===== config.mk =====
export PLATFORM = sky130hd
export DESIGN_NAME = mem_bus_arbiter
export DESIGN_NICKNAME = d
export VERILOG_FILES = /design/src/rtl/mem_bus_arbiter.sv
export SDC_FILE = /design/constraint.sdc
export NUM_CORES = 1
export LEC_CHECK = 0
export CAP_MARGIN = 40
export CORE_UTILIZATION = 51
export CTS_CLUSTER_DIAMETER = 40
export CTS_CLUSTER_SIZE = 28
export DETAILED_ROUTE_END_ITERATION = 16
export PLACE_DENSITY_LB_ADDON = 0.15
export SLEW_MARGIN = 5
export SYNTH_ARGS = -nofsm -noshare
export SYNTH_HDL_FRONTEND = slang
export SYNTH_SLANG_ARGS = --single-unit

===== constraint.sdc =====
create_clock -name clk_i -period 5.2 [get_ports clk_i]
set_input_delay 0.52 -clock clk_i [delete_from_list [all_inputs] [get_ports clk_i]]
set_output_delay 0.52 -clock clk_i [all_outputs]
set_load 0.005 [all_outputs]

===== src/rtl/mem_bus_arbiter.sv =====
// -----------------------------------------------------------------------------
// mem_bus_arbiter
//
// Owns the CPU's single memory port and shares it between instruction fetch
// (FE), load/store (LS) and the internal OAM DMA engine. Only one memory
// transaction is outstanding at any time, and every memory-side output comes
// straight from a flop.
//
// An LS write to DMA_REG_ADDR is swallowed here and is not forwarded to memory.
// It starts a DMA_LEN-byte copy from page {wdata,8'h00} into OAM_DATA_ADDR,
// one read followed by one write per byte. The CPU is stalled for the whole
// copy.
//
// Optional build macro:
//   OAM_DMA_ALIGN_EN - adds a free-running parity bit. When parity is 1 in the
//                      first alignment cycle, the DMA spends one extra cycle in
//                      DMA_ALIGN (odd-cycle alignment). Without the macro there
//                      is exactly one alignment cycle and no parity flop.
//
// Ports:
//   clk_i, rstn_i               clock, asynchronous active-low reset
//   fe_req_i/fe_addr_i          fetch read request (held until fe_gnt_o)
//   fe_gnt_o/fe_rvalid_o        fetch accept pulse / read-data-valid pulse
//   ls_req_i/ls_we_i/ls_addr_i/ls_wdata_i
//                               load/store request (held until ls_gnt_o)
//   ls_gnt_o/ls_rvalid_o        LS accept pulse / read-data-valid pulse
//   rdata_o                     last CPU read data, held until the next read
//   mem_req_o/mem_we_o/mem_addr_o/mem_wdata_o
//                               registered memory request
//   mem_valid_i/mem_rdata_i     memory completion and read data
//   cpu_stall_o, dma_busy_o     high while a DMA copy is in progress
// -----------------------------------------------------------------------------
module mem_bus_arbiter #(
  parameter int                ADDR_W        = 16,
  parameter int                DATA_W        = 8,
  parameter logic [ADDR_W-1:0] DMA_REG_ADDR  = 16'h4014,
  parameter logic [ADDR_W-1:0] OAM_DATA_ADDR = 16'h2004,
  parameter int                DMA_LEN       = 256
) (
  input  logic              clk_i,
  input  logic              rstn_i,
  input  logic              fe_req_i,
  input  logic [ADDR_W-1:0] fe_addr_i,
  output logic              fe_gnt_o,
  output logic              fe_rvalid_o,
  input  logic              ls_req_i,
  input  logic              ls_we_i,
  input  logic [ADDR_W-1:0] ls_addr_i,
  input  logic [DATA_W-1:0] ls_wdata_i,
  output logic              ls_gnt_o,
  output logic              ls_rvalid_o,
  output logic [DATA_W-1:0] rdata_o,
  output logic              mem_req_o,
  output logic              mem_we_o,
  output logic [ADDR_W-1:0] mem_addr_o,
  output logic [DATA_W-1:0] mem_wdata_o,
  input  logic              mem_valid_i,
  input  logic [DATA_W-1:0] mem_rdata_i,
  output logic              cpu_stall_o,
  output logic              dma_busy_o
);

  localparam int              IDX_W    = (DMA_LEN > 1) ? $clog2(DMA_LEN) : 1;
  localparam int              PAGE_W   = ADDR_W - 8;
  localparam logic [IDX_W-1:0] LAST_IDX = IDX_W'(DMA_LEN - 1);

  typedef enum logic [2:0] {
    S_IDLE,
    S_BUSY,
    S_DMA_ALIGN,
    S_DMA_RD,
    S_DMA_RD_WAIT,
    S_DMA_WR_WAIT
  } state_e;

  typedef enum logic {
    OWN_FE,
    OWN_LS
  } owner_e;

  // Source address of DMA byte idx inside the selected page.
  function automatic logic [ADDR_W-1:0] dma_src_addr(input logic [PAGE_W-1:0] page,
                                                      input logic [IDX_W-1:0]  idx);
    return {page, 8'(idx)};
  endfunction

  state_e              state_q,     state_d;
  owner_e              owner_q,     owner_d;
  logic [IDX_W-1:0]    idx_q,       idx_d;
  logic [PAGE_W-1:0]   page_q,      page_d;
  logic                fe_gnt_q,    fe_gnt_d;
  logic                ls_gnt_q,    ls_gnt_d;
  logic                fe_rvalid_q, fe_rvalid_d;
  logic                ls_rvalid_q, ls_rvalid_d;
  logic [DATA_W-1:0]   rdata_q,     rdata_d;
  logic                mem_req_q,   mem_req_d;
  logic                mem_we_q,    mem_we_d;
  logic [ADDR_W-1:0]   mem_addr_q,  mem_addr_d;
  logic [DATA_W-1:0]   mem_wdata_q, mem_wdata_d;
  logic                busy_q,      busy_d;
  logic                issue_rd;
`ifdef OAM_DMA_ALIGN_EN
  logic                parity_q,      parity_d;
  logic                align_first_q, align_first_d;
`endif

  always_comb begin
    state_d     = state_q;
    owner_d     = owner_q;
    idx_d       = idx_q;
    page_d      = page_q;
    fe_gnt_d    = 1'b0;
    ls_gnt_d    = 1'b0;
    fe_rvalid_d = 1'b0;
    ls_rvalid_d = 1'b0;
    rdata_d     = rdata_q;
    mem_req_d   = mem_req_q;
    mem_we_d    = mem_we_q;
    mem_addr_d  = mem_addr_q;
    mem_wdata_d = mem_wdata_q;
    busy_d      = busy_q;
    issue_rd    = 1'b0;
`ifdef OAM_DMA_ALIGN_EN
    parity_d      = ~parity_q;
    align_first_d = align_first_q;
`endif

    case (state_q)
      // The DMA trigger jumps straight to DMA_ALIGN, so a pending DMA always
      // beats the CPU masters; among those LS wins over FE.
      S_IDLE: begin
        if (ls_req_i) begin
          ls_gnt_d = 1'b1;
          if (ls_we_i && (ls_addr_i == DMA_REG_ADDR)) begin
            // Trigger register write never reaches memory.
            page_d  = PAGE_W'(ls_wdata_i);
            idx_d   = '0;
            busy_d  = 1'b1;
            state_d = S_DMA_ALIGN;
`ifdef OAM_DMA_ALIGN_EN
            align_first_d = 1'b1;
`endif
          end else begin
            owner_d     = OWN_LS;
            mem_req_d   = 1'b1;
            mem_we_d    = ls_we_i;
            mem_addr_d  = ls_addr_i;
            mem_wdata_d = ls_wdata_i;
            state_d     = S_BUSY;
          end
        end else if (fe_req_i) begin
          fe_gnt_d    = 1'b1;
          owner_d     = OWN_FE;
          mem_req_d   = 1'b1;
          mem_we_d    = 1'b0;
          mem_addr_d  = fe_addr_i;
          mem_wdata_d = '0;
          state_d     = S_BUSY;
        end
      end

      S_BUSY: begin
        if (mem_valid_i) begin
          mem_req_d = 1'b0;
          mem_we_d  = 1'b0;
          if (!mem_we_q) begin
            rdata_d = mem_rdata_i;
            if (owner_q == OWN_FE) fe_rvalid_d = 1'b1;
            else                   ls_rvalid_d = 1'b1;
          end
          state_d = S_IDLE;
        end
      end

      S_DMA_ALIGN: begin
`ifdef OAM_DMA_ALIGN_EN
        // Odd parity on the first alignment cycle buys one more idle cycle.
        align_first_d = 1'b0;
        if (align_first_q && parity_q) state_d = S_DMA_ALIGN;
        else                           issue_rd = 1'b1;
`else
        issue_rd = 1'b1;
`endif
      end

      // Gap cycle between the write of one byte and the read of the next.
      S_DMA_RD: begin
        issue_rd = 1'b1;
      end

      // The byte read is latched directly into the write-data flop and the
      // write to OAM is issued on the same edge.
      S_DMA_RD_WAIT: begin
        if (mem_valid_i) begin
          mem_req_d   = 1'b1;
          mem_we_d    = 1'b1;
          mem_addr_d  = OAM_DATA_ADDR;
          mem_wdata_d = mem_rdata_i;
          state_d     = S_DMA_WR_WAIT;
        end
      end

      S_DMA_WR_WAIT: begin
        if (mem_valid_i) begin
          mem_req_d = 1'b0;
          mem_we_d  = 1'b0;
          if (idx_q == LAST_IDX) begin
            idx_d   = '0;
            busy_d  = 1'b0;
            state_d = S_IDLE;
          end else begin
            idx_d   = idx_q + IDX_W'(1);
            state_d = S_DMA_RD;
          end
        end
      end

      default: begin
        state_d = S_IDLE;
      end
    endcase

    if (issue_rd) begin
      mem_req_d  = 1'b1;
      mem_we_d   = 1'b0;
      mem_addr_d = dma_src_addr(page_q, idx_q);
      state_d    = S_DMA_RD_WAIT;
    end
  end

  always_ff @(posedge clk_i or negedge rstn_i) begin
    if (!rstn_i) begin
      state_q     <= S_IDLE;
      owner_q     <= OWN_FE;
      idx_q       <= '0;
      page_q      <= '0;
      fe_gnt_q    <= 1'b0;
      ls_gnt_q    <= 1'b0;
      fe_rvalid_q <= 1'b0;
      ls_rvalid_q <= 1'b0;
      rdata_q     <= '0;
      mem_req_q   <= 1'b0;
      mem_we_q    <= 1'b0;
      mem_addr_q  <= '0;
      mem_wdata_q <= '0;
      busy_q      <= 1'b0;
`ifdef OAM_DMA_ALIGN_EN
      parity_q      <= 1'b0;
      align_first_q <= 1'b0;
`endif
    end else begin
      state_q     <= state_d;
      owner_q     <= owner_d;
      idx_q       <= idx_d;
      page_q      <= page_d;
      fe_gnt_q    <= fe_gnt_d;
      ls_gnt_q    <= ls_gnt_d;
      fe_rvalid_q <= fe_rvalid_d;
      ls_rvalid_q <= ls_rvalid_d;
      rdata_q     <= rdata_d;
      mem_req_q   <= mem_req_d;
      mem_we_q    <= mem_we_d;
      mem_addr_q  <= mem_addr_d;
      mem_wdata_q <= mem_wdata_d;
      busy_q      <= busy_d;
`ifdef OAM_DMA_ALIGN_EN
      parity_q      <= parity_d;
      align_first_q <= align_first_d;
`endif
    end
  end

  assign fe_gnt_o    = fe_gnt_q;
  assign ls_gnt_o    = ls_gnt_q;
  assign fe_rvalid_o = fe_rvalid_q;
  assign ls_rvalid_o = ls_rvalid_q;
  assign rdata_o     = rdata_q;
  assign mem_req_o   = mem_req_q;
  assign mem_we_o    = mem_we_q;
  assign mem_addr_o  = mem_addr_q;
  assign mem_wdata_o = mem_wdata_q;
  assign cpu_stall_o = busy_q;
  assign dma_busy_o  = busy_q;

endmodule


==> results of run 1 <==
==> cells by family (layout without fill, tap and decap cells) <==
kind of cell / after synthesis / after routing / share of synthesized area
flip-flops: 59 / 59 / 0.4741
adder cells (fa/ha/maj): 1 / 1 / 0.004017
multiplexers: 56 / 56 / 0.2081
buffers and inverters: 22 / 116 / 0.03817
AO/OA/AOI/OAI: 55 / 55 / 0.1153
AND/OR/NAND/NOR: 87 / 87 / 0.1603
==> area by class of cell <==
cell class | instances | area [um^2] | area share
Inverter | 3 | 11.26 | 0.002624
Timing Repair Buffer | 97 | 975.9 | 0.2274
Tap cell | 75 | 93.84 | 0.02187
Clock buffer | 12 | 165.2 | 0.03848
Clock inverter | 4 | 47.55 | 0.01108
Multi-Input combinational cell | 199 | 1521 | 0.3545
Sequential cell | 59 | 1476 | 0.3440
==> final timing paths <==
| kind | slack [ps] | cells after the start | to |
|---|---|---|---|
| hold reg to reg | 480 | 1 | fe_rvalid_o |
| max in group asynchronous | 4360 | 2 | idx_q[7] |
| setup reg to reg | 2720 | 5 | mem_addr_o[1] |
| hold / removal | 320 | 2 | mem_addr_o[0] |
| min in group clk_i | 480 | 1 | fe_rvalid_o |
| setup / recovery | 2350 | 6 | mem_wdata_o[1] |
==> metrics by stage <==
| step | hold slack [ps] | area, um^2 | setup WS [ps] |
|---|---|---|---|
| 3_5_place_dp | 485.0 | 4079 | 1968 |
| 5_1_grt | 414.0 | 4292 | 2223 |
| 6_report | 322.5 | 4292 | 2351 |
| 3_3_place_gp | 484.0 | 4051 | 2103 |
| 2_1_floorplan | 224.4 | 3114 | 3056 |
| 4_1_cts | 364.5 | 4292 | 2368 |
==> flip-flops by register name, indices dropped and copies added, names as in the netlist <==
| signal | count |
|---|---|
| mem_we_o | 1 |
| page_q | 8 |
| cpu_stall_o | 1 |
| idx_q | 8 |
| rdata_o | 8 |
| mem_req_o | 1 |
| owner_q | 1 |
| mem_wdata_o | 8 |
| mem_addr_o | 16 |
| fe_rvalid_o | 1 |
| fe_gnt_o | 1 |
| ls_rvalid_o | 1 |
| state_q | 3 |
| ls_gnt_o | 1 |
==> metal layers <==
metal / vias up / part of all wire / global-route usage
met2: 78 / 0.48 / 0.4085
met1: 1250 / 0.44 / 0.3350
met4: 0 / 0.012 / 0.09643
met3: 10 / 0.065 / 0.06136
met5: - / 0 / 0
li1: 1200 / - / -
==> layout by cell type, fill, tap and decap left out, types with 6 or more instances in the layout <==
cell type and n:
sky130_fd_sc_hd__mux2_4 10, sky130_fd_sc_hd__mux2_2 30, sky130_fd_sc_hd__dfrtp_1 59, sky130_fd_sc_hd__nand3_1 8, sky130_fd_sc_hd__o21ai_0 18, sky130_fd_sc_hd__nand2_1 38, sky130_fd_sc_hd__mux2i_1 16, sky130_fd_sc_hd__nor2_1 6
sky130_fd_sc_hd__clkbuf_8 12, sky130_fd_sc_hd__clkdlybuf4s50_1 92, sky130_fd_sc_hd__o31ai_1 15
==> power by group <==
group | total (mW) | switching [mW] | leakage (nW) | internal [mW]
logic | 0.675 | 0.223 | 1.02 | 0.452
registers | 0.689 | 0.0877 | 0.734 | 0.601
clock network | 0.438 | 0.179 | 0.108 | 0.259
total | 1.80 | 0.490 | 1.86 | 1.31
==> impl_metrics.tcl, run 1 <==
set metrics [dict create \
    synth_cells 280 \
    final_layout_size_suffix_gt1_frac 0.1872 \
    hold_viol 0 \
    worst_setup_hold_path_clk_slew_ps 70 \
    worst-path-buf-inv 2 \
    timing.max_cap.violations 0 \
    cts_buffers 9 \
    timing.critical_path.from_type "input port" \
    numClockSinks 59 \
    post-cts-setup-buffer-count 0 \
    antenna_found_initial 0 \
    regToRegStartpoint "state_q[2]" \
    worstSetupStartpoint "ls_req_i" \
    final_util 0.7249 \
    slew_viol_final 0 \
    global_route.overflow_total 0 \
    dpl.cell_count 433 \
    layout_worst_path_cycle_share 0.5479 \
    post_cts_resized 0 \
    io-pin-count 94 \
    hold_class "in -> async" \
    grt_pass1_wl_um 12360 \
    rsz0062_at_grt "no" \
    routed-via-count 2538 \
    worstPathCellList "clkdlybuf4s50_1, buf_4, nor4b_2, and4_1, nand3b_4, mux2_2" \
    fp.dieH_um 80.15 \
    drt.antenna.violating_nets 0 \
    ys_dominant_reg_cell "sky130_fd_sc_hd__dfrtp_1" \
    post_route_minimum_period_ps 2849 \
    max_freq_mhz 351.0 \
    drc_errors 0 \
    yosys-top-cells-area "sky130_fd_sc_hd__dfrtp_1, sky130_fd_sc_hd__mux2_2, sky130_fd_sc_hd__mux2i_1, sky130_fd_sc_hd__mux2_4, sky130_fd_sc_hd__nand2_1" \
    drt-total-wl_um 7466 \
    worst-endpoint-arrival_ps 3060 \
    max_h_tree_level 3 \
    ys_async_sr_fraction 1.000 \
    number_of_flip_flops_and_latches_in_the_synthesized_netlist 59 \
    clk_path_buf_depth 2 \
    die_area_um2 6423 \
    ys_seq_area_frac 0.4741 \
    avgViaCountPerCell 5.653 \
    setup_viol_count_final 0 \
    fin_worst_skew_ps 7.911 \
    worst_path_max_delay_cell "sky130_fd_sc_hd__and4_1" \
    final_nets 424 \
    clockRootBuffer "sky130_fd_sc_hd__clkbuf_8" \
    gr-usage-all-layers 0.2554 \
    chipWidth_um 80.15 \
    mappedNetlistArea_um2 3114 \
    dpl.hpwl_um 5315 \
    clock_tree_from_tritoncts "yes" \
    power.total_mw 1.802 \
    floorplan.rows 28 \
    critPathTopFamily "simple AND/OR/NAND/NOR gates" \
    post-synth-top-area-fraction 0.4741 \
    critPathMaxStageDelay_ps 660 \
    cts.hold.buffers_added 0 \
    run_status "finished, final reports clean" \
    synth.lib_cells_used.distinct 50 \
    post_layout_nonfiller_instances 449 \
    placeableCoreArea_um2 5921 \
    netlist_top_cells_count "sky130_fd_sc_hd__dfrtp_1, sky130_fd_sc_hd__nand2_1, sky130_fd_sc_hd__mux2_2" \
    yosysWarningCount 0 \
    n_antenna_cell 0 \
    vias_in_the_first_global_route 2532 \
    power.leakage_nw 1.862 \
    clk_latency_ps 330 \
    synth.most_common_cell "sky130_fd_sc_hd__dfrtp_1" \
    vdd_drop_max_mv 0.2657 \
    synth_edf_count 0 \
    port_buffers 93 \
    synthesis.area_per_instance_um2 11.12 \
    setup_tns_ps 0 \
    detailedRoute.firstIterationViolations 176 \
    wl_per_cell_um 16.63 \
    max_slew.worst_pin.slew_ps 755.5 \
    crit_path_category "in -> reg" \
    worstPathMaxFanout 32 \
    starting_density_of_the_core 0.5260 \
    end_kind "register" \
    maxSlewHeadroom 0.4963 \
    drt_pre_antenna_iters 4 \
    worst-endpoint-required_ps 5420 \
    synthDominantAreaCellType "sky130_fd_sc_hd__dfrtp_1" \
    cellPowerDensity_nw_per_um2 419.8 \
    pin_count_of_the_biggest_net_entering_global_routing 60 \
    gpl.final_weighted_congestion 0.8531 \
    synth.net_count 335 \
    areaGrowthSynthToFinish_pct 37.81 \
    filler_cell_count 453 \
]
Note: power is estimated with default switching activity, not from simulation.
==> run 2, diff against run 1 <==
--- a/config.mk
+++ b/config.mk
@@ -6,7 +6,7 @@
 export NUM_CORES = 1
 export LEC_CHECK = 0
 export CAP_MARGIN = 40
-export CORE_UTILIZATION = 51
+export CORE_UTILIZATION = 47
 export CTS_CLUSTER_DIAMETER = 40
 export CTS_CLUSTER_SIZE = 28
 export DETAILED_ROUTE_END_ITERATION = 16
==> constraint.sdc (replaced) <==
create_clock -name clk_i -period 2.8 [get_ports clk_i]
set_input_delay 0.28 -clock clk_i [delete_from_list [all_inputs] [get_ports clk_i]]
set_output_delay 0.28 -clock clk_i [all_outputs]
set_load 0.005 [all_outputs]
==> impl_metrics.tcl, run 2 (same netlist as run 1, synthesis figures left out) <==
set metrics [dict create \
    final_nets 429 \
    numClockSinks 59 \
    worstPathCellList "nor2b_1, o21ai_1, nand3_1, nor2_4, mux2_2" \
    worst_path_max_delay_cell "sky130_fd_sc_hd__dfrtp_1" \
    grt_pass1_wl_um 12920 \
    clock_power_share 0.259 \
    placeableCoreArea_um2 6386 \
    clk_latency_ps 340 \
    crit_path_category "reg -> reg" \
    internal_power_mw 2.504 \
    hold_class "in -> async" \
    slew_viol_final 0 \
    end_kind "register" \
    dpl.hpwl_um 5548 \
    post_layout_nonfiller_instances 456 \
    fin_worst_skew_ps 9.043 \
    io-pin-count 94 \
    dpl.cell_count 439 \
    final_common_cell "sky130_fd_sc_hd__clkdlybuf4s50_1" \
    areaGrowthSynthToFinish_pct 38.97 \
    power.leakage_nw 1.891 \
    antenna_found_initial 0 \
    floorplan.rows 29 \
    routed-via-count 2526 \
    drc_errors 0 \
    detailedRoute.firstIterationViolations 101 \
    post_route_minimum_period_ps 2154 \
    setup_viol_count_final 0 \
    avgViaCountPerCell 5.539 \
    hold_viol 0 \
    drt-total-wl_um 7734 \
    flip_flop_count_of_the_largest_register_after_layout 16 \
    post_cts_resized 0 \
    combinational_group_share_of_total_power 0.366 \
    clockRootBuffer "sky130_fd_sc_hd__clkbuf_8" \
    vdd_drop_max_mv 0.6097 \
    pin_count_of_the_biggest_net_entering_global_routing 40 \
    cellPowerDensity_nw_per_um2 788.8 \
    fp.dieH_um 83.40 \
    cts_buffers 9 \
    critPathMaxStageDelay_ps 550 \
    seqPwrFrac 0.374 \
    wl_per_cell_um 16.96 \
    rsz0062_at_grt "no" \
    chipWidth_um 83.40 \
    drt.antenna.violating_nets 0 \
    clock_tree_from_tritoncts "yes" \
    post-cts-setup-buffer-count 0 \
    port_buffers 93 \
    worst_hold_slack_ps 430.1 \
    gpl.final_weighted_congestion 0.7856 \
    gr-usage-all-layers 0.2397 \
    finish.instance_area_um2 4328 \
    most-common-layout-cells "sky130_fd_sc_hd__clkdlybuf4s50_1, sky130_fd_sc_hd__dfrtp_1, sky130_fd_sc_hd__nand2_1" \
    p_sw_frac 0.2664 \
    timing.critical_path.from_type "register" \
    worst_setup_hold_path_clk_slew_ps 70 \
    run_status "finished, final reports clean" \
    cts.hold.buffers_added 1 \
    max_slew.worst_pin.slew_ps 652.9 \
    global_route.overflow_total 0 \
    vias_in_the_first_global_route 2605 \
    final_layout_size_suffix_gt1_frac 0.1953 \
    worst-endpoint-required_ps 3020 \
    die_area_um2 6956 \
    worstPathMaxFanout 16 \
    drt_pre_antenna_iters 4 \
    n_antenna_cell 0 \
    setup_tns_ps 0 \
    maxSlewHeadroom 0.5629 \
    max_h_tree_level 3 \
    worst-endpoint-arrival_ps 2370 \
    max_freq_mhz 464.2 \
    dpl-instance-area_um2 4091 \
    layout_worst_path_cycle_share 0.7694 \
    timing.max_cap.violations 0 \
    starting_density_of_the_core 0.4877 \
    p_sw_mw 0.9094 \
    clk_path_buf_depth 2 \
]
-- run 2: cell types whose count changed in the layout (fill, tap and decap cells not counted) --
cell	before	now
sky130_fd_sc_hd__buf_16	1	0
sky130_fd_sc_hd__clkbuf_8	12	11
sky130_fd_sc_hd__buf_4	3	8
sky130_fd_sc_hd__dlygate4sd3_1	0	1
sky130_fd_sc_hd__clkinvlp_4	1	0
sky130_fd_sc_hd__bufinv_16	1	2
sky130_fd_sc_hd__clkinv_2	2	3
-- run 2: layout make-up --
type / instances / area, um^2
Clock buffer: 11 / 151.4
Clock inverter: 5 / 75.07
Fill cell: 558 / 2058
Inverter: 3 / 11.26
Multi-Input combinational cell: 199 / 1521
Sequential cell: 59 / 1476
Tap cell: 77 / 96.34
Timing Repair Buffer: 102 / 996.0
-- run 2: through the flow --
| stage | setup WS (ps) | util | power [mW] |
|---|---|---|---|
| 6_report | 645.7 | 0.6777 | 3.414 |
| 5_1_grt | 501.3 | 0.6777 | 3.604 |
| 4_1_cts | 648.0 | 0.6777 | 3.454 |
| 3_5_place_dp | 287.9 | 0.6407 | 2.557 |
| 3_3_place_gp | 317.6 | 0.6407 | 2.524 |
| 2_1_floorplan | 896.5 | - | 1.870 |
-- run 2: power by group through the flow --
stage	registers, mW	clock network, mW	logic, mW
final	1.28	0.885	1.25
after global routing	1.31	0.943	1.35
after CTS	1.28	0.903	1.27
after detailed placement	1.29	0	1.27
after floorplan	1.28	0	0.594
after global placement	1.28	0	1.24
-- run 2: worst max-delay path: cells and delay by family (launching register included) --
kind	cells	cell delay, ps
compound gates	1	180
flops	1	550
mux	1	410
simple gates	3	880
-- run 2: final timing paths --
kind	from	endpoint	slack, ps	cells past startpoint
setup reg to reg	state_q[2]	mem_addr_o[4]	650	5
hold / removal	rstn_i	cpu_stall_o	430	2
max in group asynchronous	rstn_i	mem_addr_o[7]	1480	3
min in group clk_i	owner_q	fe_rvalid_o	480	1
setup / recovery	state_q[2]	mem_addr_o[4]	650	5
hold reg to reg	owner_q	fe_rvalid_o	480	1
-- run 2: routing by layer --
metal / global-route usage / up-vias / share of wire
li1: - / 1211 / -
met1: 0.2912 / 1243 / 0.43
met2: 0.4039 / 62 / 0.50
met3: 0.06759 / 10 / 0.048
met4: 0.09091 / 0 / 0.013
met5: 0 / - / 0
==> run 3, diff against run 2 <==
==> constraint.sdc (replaced) <==
create_clock -name clk_i -period 2.1 [get_ports clk_i]
set_input_delay 0.21 -clock clk_i [delete_from_list [all_inputs] [get_ports clk_i]]
set_output_delay 0.21 -clock clk_i [all_outputs]
set_load 0.005 [all_outputs]
==> impl_metrics.tcl, run 3 (same netlist as run 1, synthesis figures left out) <==
set metrics [dict create \
    dpl.hpwl_um 5620 \
    hold_class "in -> async" \
    power.total_mw 4.358 \
    vias_in_the_first_global_route 2651 \
    die_area_um2 6956 \
    wl_per_cell_um 16.90 \
    setup_tns_ps 0 \
    worst-r2r-setup-slack_ps 140 \
    flip_flop_count_of_the_largest_register_after_layout 16 \
    maxSlewHeadroom 0.5982 \
    grt_pass1_wl_um 13040 \
    final_layout_size_suffix_gt1_frac 0.2148 \
    post_route_minimum_period_ps 2011 \
    setup_viol_count_final 0 \
    antenna_found_initial 0 \
    drt-total-wl_um 7908 \
    most-common-layout-cells "sky130_fd_sc_hd__clkdlybuf4s50_1, sky130_fd_sc_hd__dfrtp_1, sky130_fd_sc_hd__nand2_1" \
    max_slew.worst_pin.slew_ps 601.2 \
    worst_setup_hold_path_clk_slew_ps 70 \
    vdd_drop_max_mv 0.6424 \
    avgViaCountPerCell 5.528 \
    finish.instance_area_um2 4392 \
    fp.dieH_um 83.40 \
    clk_latency_ps 340 \
    post-cts-setup-buffer-count 0 \
    starting_density_of_the_core 0.4877 \
    placeableCoreArea_um2 6386 \
    max_freq_mhz 497.2 \
    crit_path_category "in -> reg" \
    run_status "finished, final reports clean" \
    timing.critical_path.from_type "input port" \
    drt_pre_antenna_iters 4 \
    areaGrowthSynthToFinish_pct 41.02 \
    drc_errors 0 \
    cellPowerDensity_nw_per_um2 992.3 \
    clockRootBuffer "sky130_fd_sc_hd__clkbuf_8" \
    worst_hold_slack_ps 383.0 \
    dpl-instance-area_um2 4207 \
    worst-endpoint-arrival_ps 2230 \
    n_antenna_cell 0 \
    power.leakage_nw 1.932 \
    io-pin-count 94 \
    filler_cell_count 551 \
    final_util 0.6877 \
    timing.max_cap.violations 0 \
    gpl.final_weighted_congestion 0.8231 \
    rsz0062_at_grt "no" \
    max_h_tree_level 3 \
    layout_worst_path_cycle_share 0.9578 \
    chipWidth_um 83.40 \
    routed-via-count 2587 \
    final_nets 441 \
    global_route.overflow_total 0 \
    detailedRoute.firstIterationViolations 134 \
    numClockSinks 59 \
    clock_tree_from_tritoncts "yes" \
    fin_worst_skew_ps 5.090 \
    worstPathMaxFanout 9 \
    cts_buffers 9 \
    end_kind "register" \
    slew_viol_final 0 \
    worst-endpoint-required_ps 2320 \
    pin_count_of_the_biggest_net_entering_global_routing 39 \
    final_common_cell "sky130_fd_sc_hd__clkdlybuf4s50_1" \
    hold_viol 0 \
    clk_path_buf_depth 2 \
    port_buffers 93 \
    drt.antenna.violating_nets 0 \
    gr-usage-all-layers 0.2440 \
    floorplan.rows 29 \
]
run 3: cell count changes in the layout (fill, tap and decap cells not counted):
cell,previous run,this run
sky130_fd_sc_hd__clkbuf_1,0,3
sky130_fd_sc_hd__bufinv_16,2,0
sky130_fd_sc_hd__buf_12,0,2
sky130_fd_sc_hd__and4_4,0,1
sky130_fd_sc_hd__buf_4,8,18
sky130_fd_sc_hd__clkinv_2,3,2
sky130_fd_sc_hd__and4_1,2,1
run 3: path summary, 6_finish.rpt:
kind / from / endpoint / cells past startpoint
max reg2reg: state_q[1] / mem_addr_o[1] / 5
min in group clk_i: owner_q / fe_rvalid_o / 1
max in group asynchronous: rstn_i / mem_addr_o[12] / 3
min reg2reg: owner_q / fe_rvalid_o / 1
min: rstn_i / cpu_stall_o / 2
max: ls_addr_i[3] / mem_wdata_o[4] / 6
run 3: metrics by stage:
stage,worst slack (ps),instances
final,88.69,468
after global routing,31.59,468
after CTS,11.51,468
after detailed placement,-335.1,451
after global placement,-308.1,451
after floorplan,247.2,280
run 3: power breakdown:
| group | switching (mW) | internal, mW |
|---|---|---|
| combinational | 0.568 | 1.17 |
| sequential | 0.212 | 1.49 |
| clock | 0.430 | 0.490 |
| total | 1.21 | 3.15 |
run 3: metal layers:
layer,global-route usage,part of all wire,vias up
met5,0,0,-
met4,0.07680,0.014,0
met3,0.08946,0.061,9
met2,0.4069,0.50,93
met1,0.2937,0.43,1258
li1,-,-,1227
run 3: critical path, cell delays in order:
cell	delay (ps)
sky130_fd_sc_hd__clkdlybuf4s50_1	420
sky130_fd_sc_hd__or4b_4	550
sky130_fd_sc_hd__nor3_4	180
sky130_fd_sc_hd__and4_4	290
sky130_fd_sc_hd__nand3b_4	220
sky130_fd_sc_hd__mux2_2	350
run 3: cell type report:
cell class / instances / area, um^2 / share of cell area
clock inverters: 2 / 10.01 / 0.002279
inverters: 3 / 11.26 / 0.002564
multi-input cells: 199 / 1524 / 0.3470
clock buffers: 14 / 162.7 / 0.03704
flip-flops and latches: 59 / 1476 / 0.3362
repair buffers: 114 / 1111 / 0.2530
well taps: 77 / 96.34 / 0.02194
run 3: repair_timing:
item                                   4_1_cts  5_1_grt
endpoints found under the hold margin       21        0
hold buffers                                 1        0
setup endpoints to repair                    0       10
gates resized for setup                      0        2
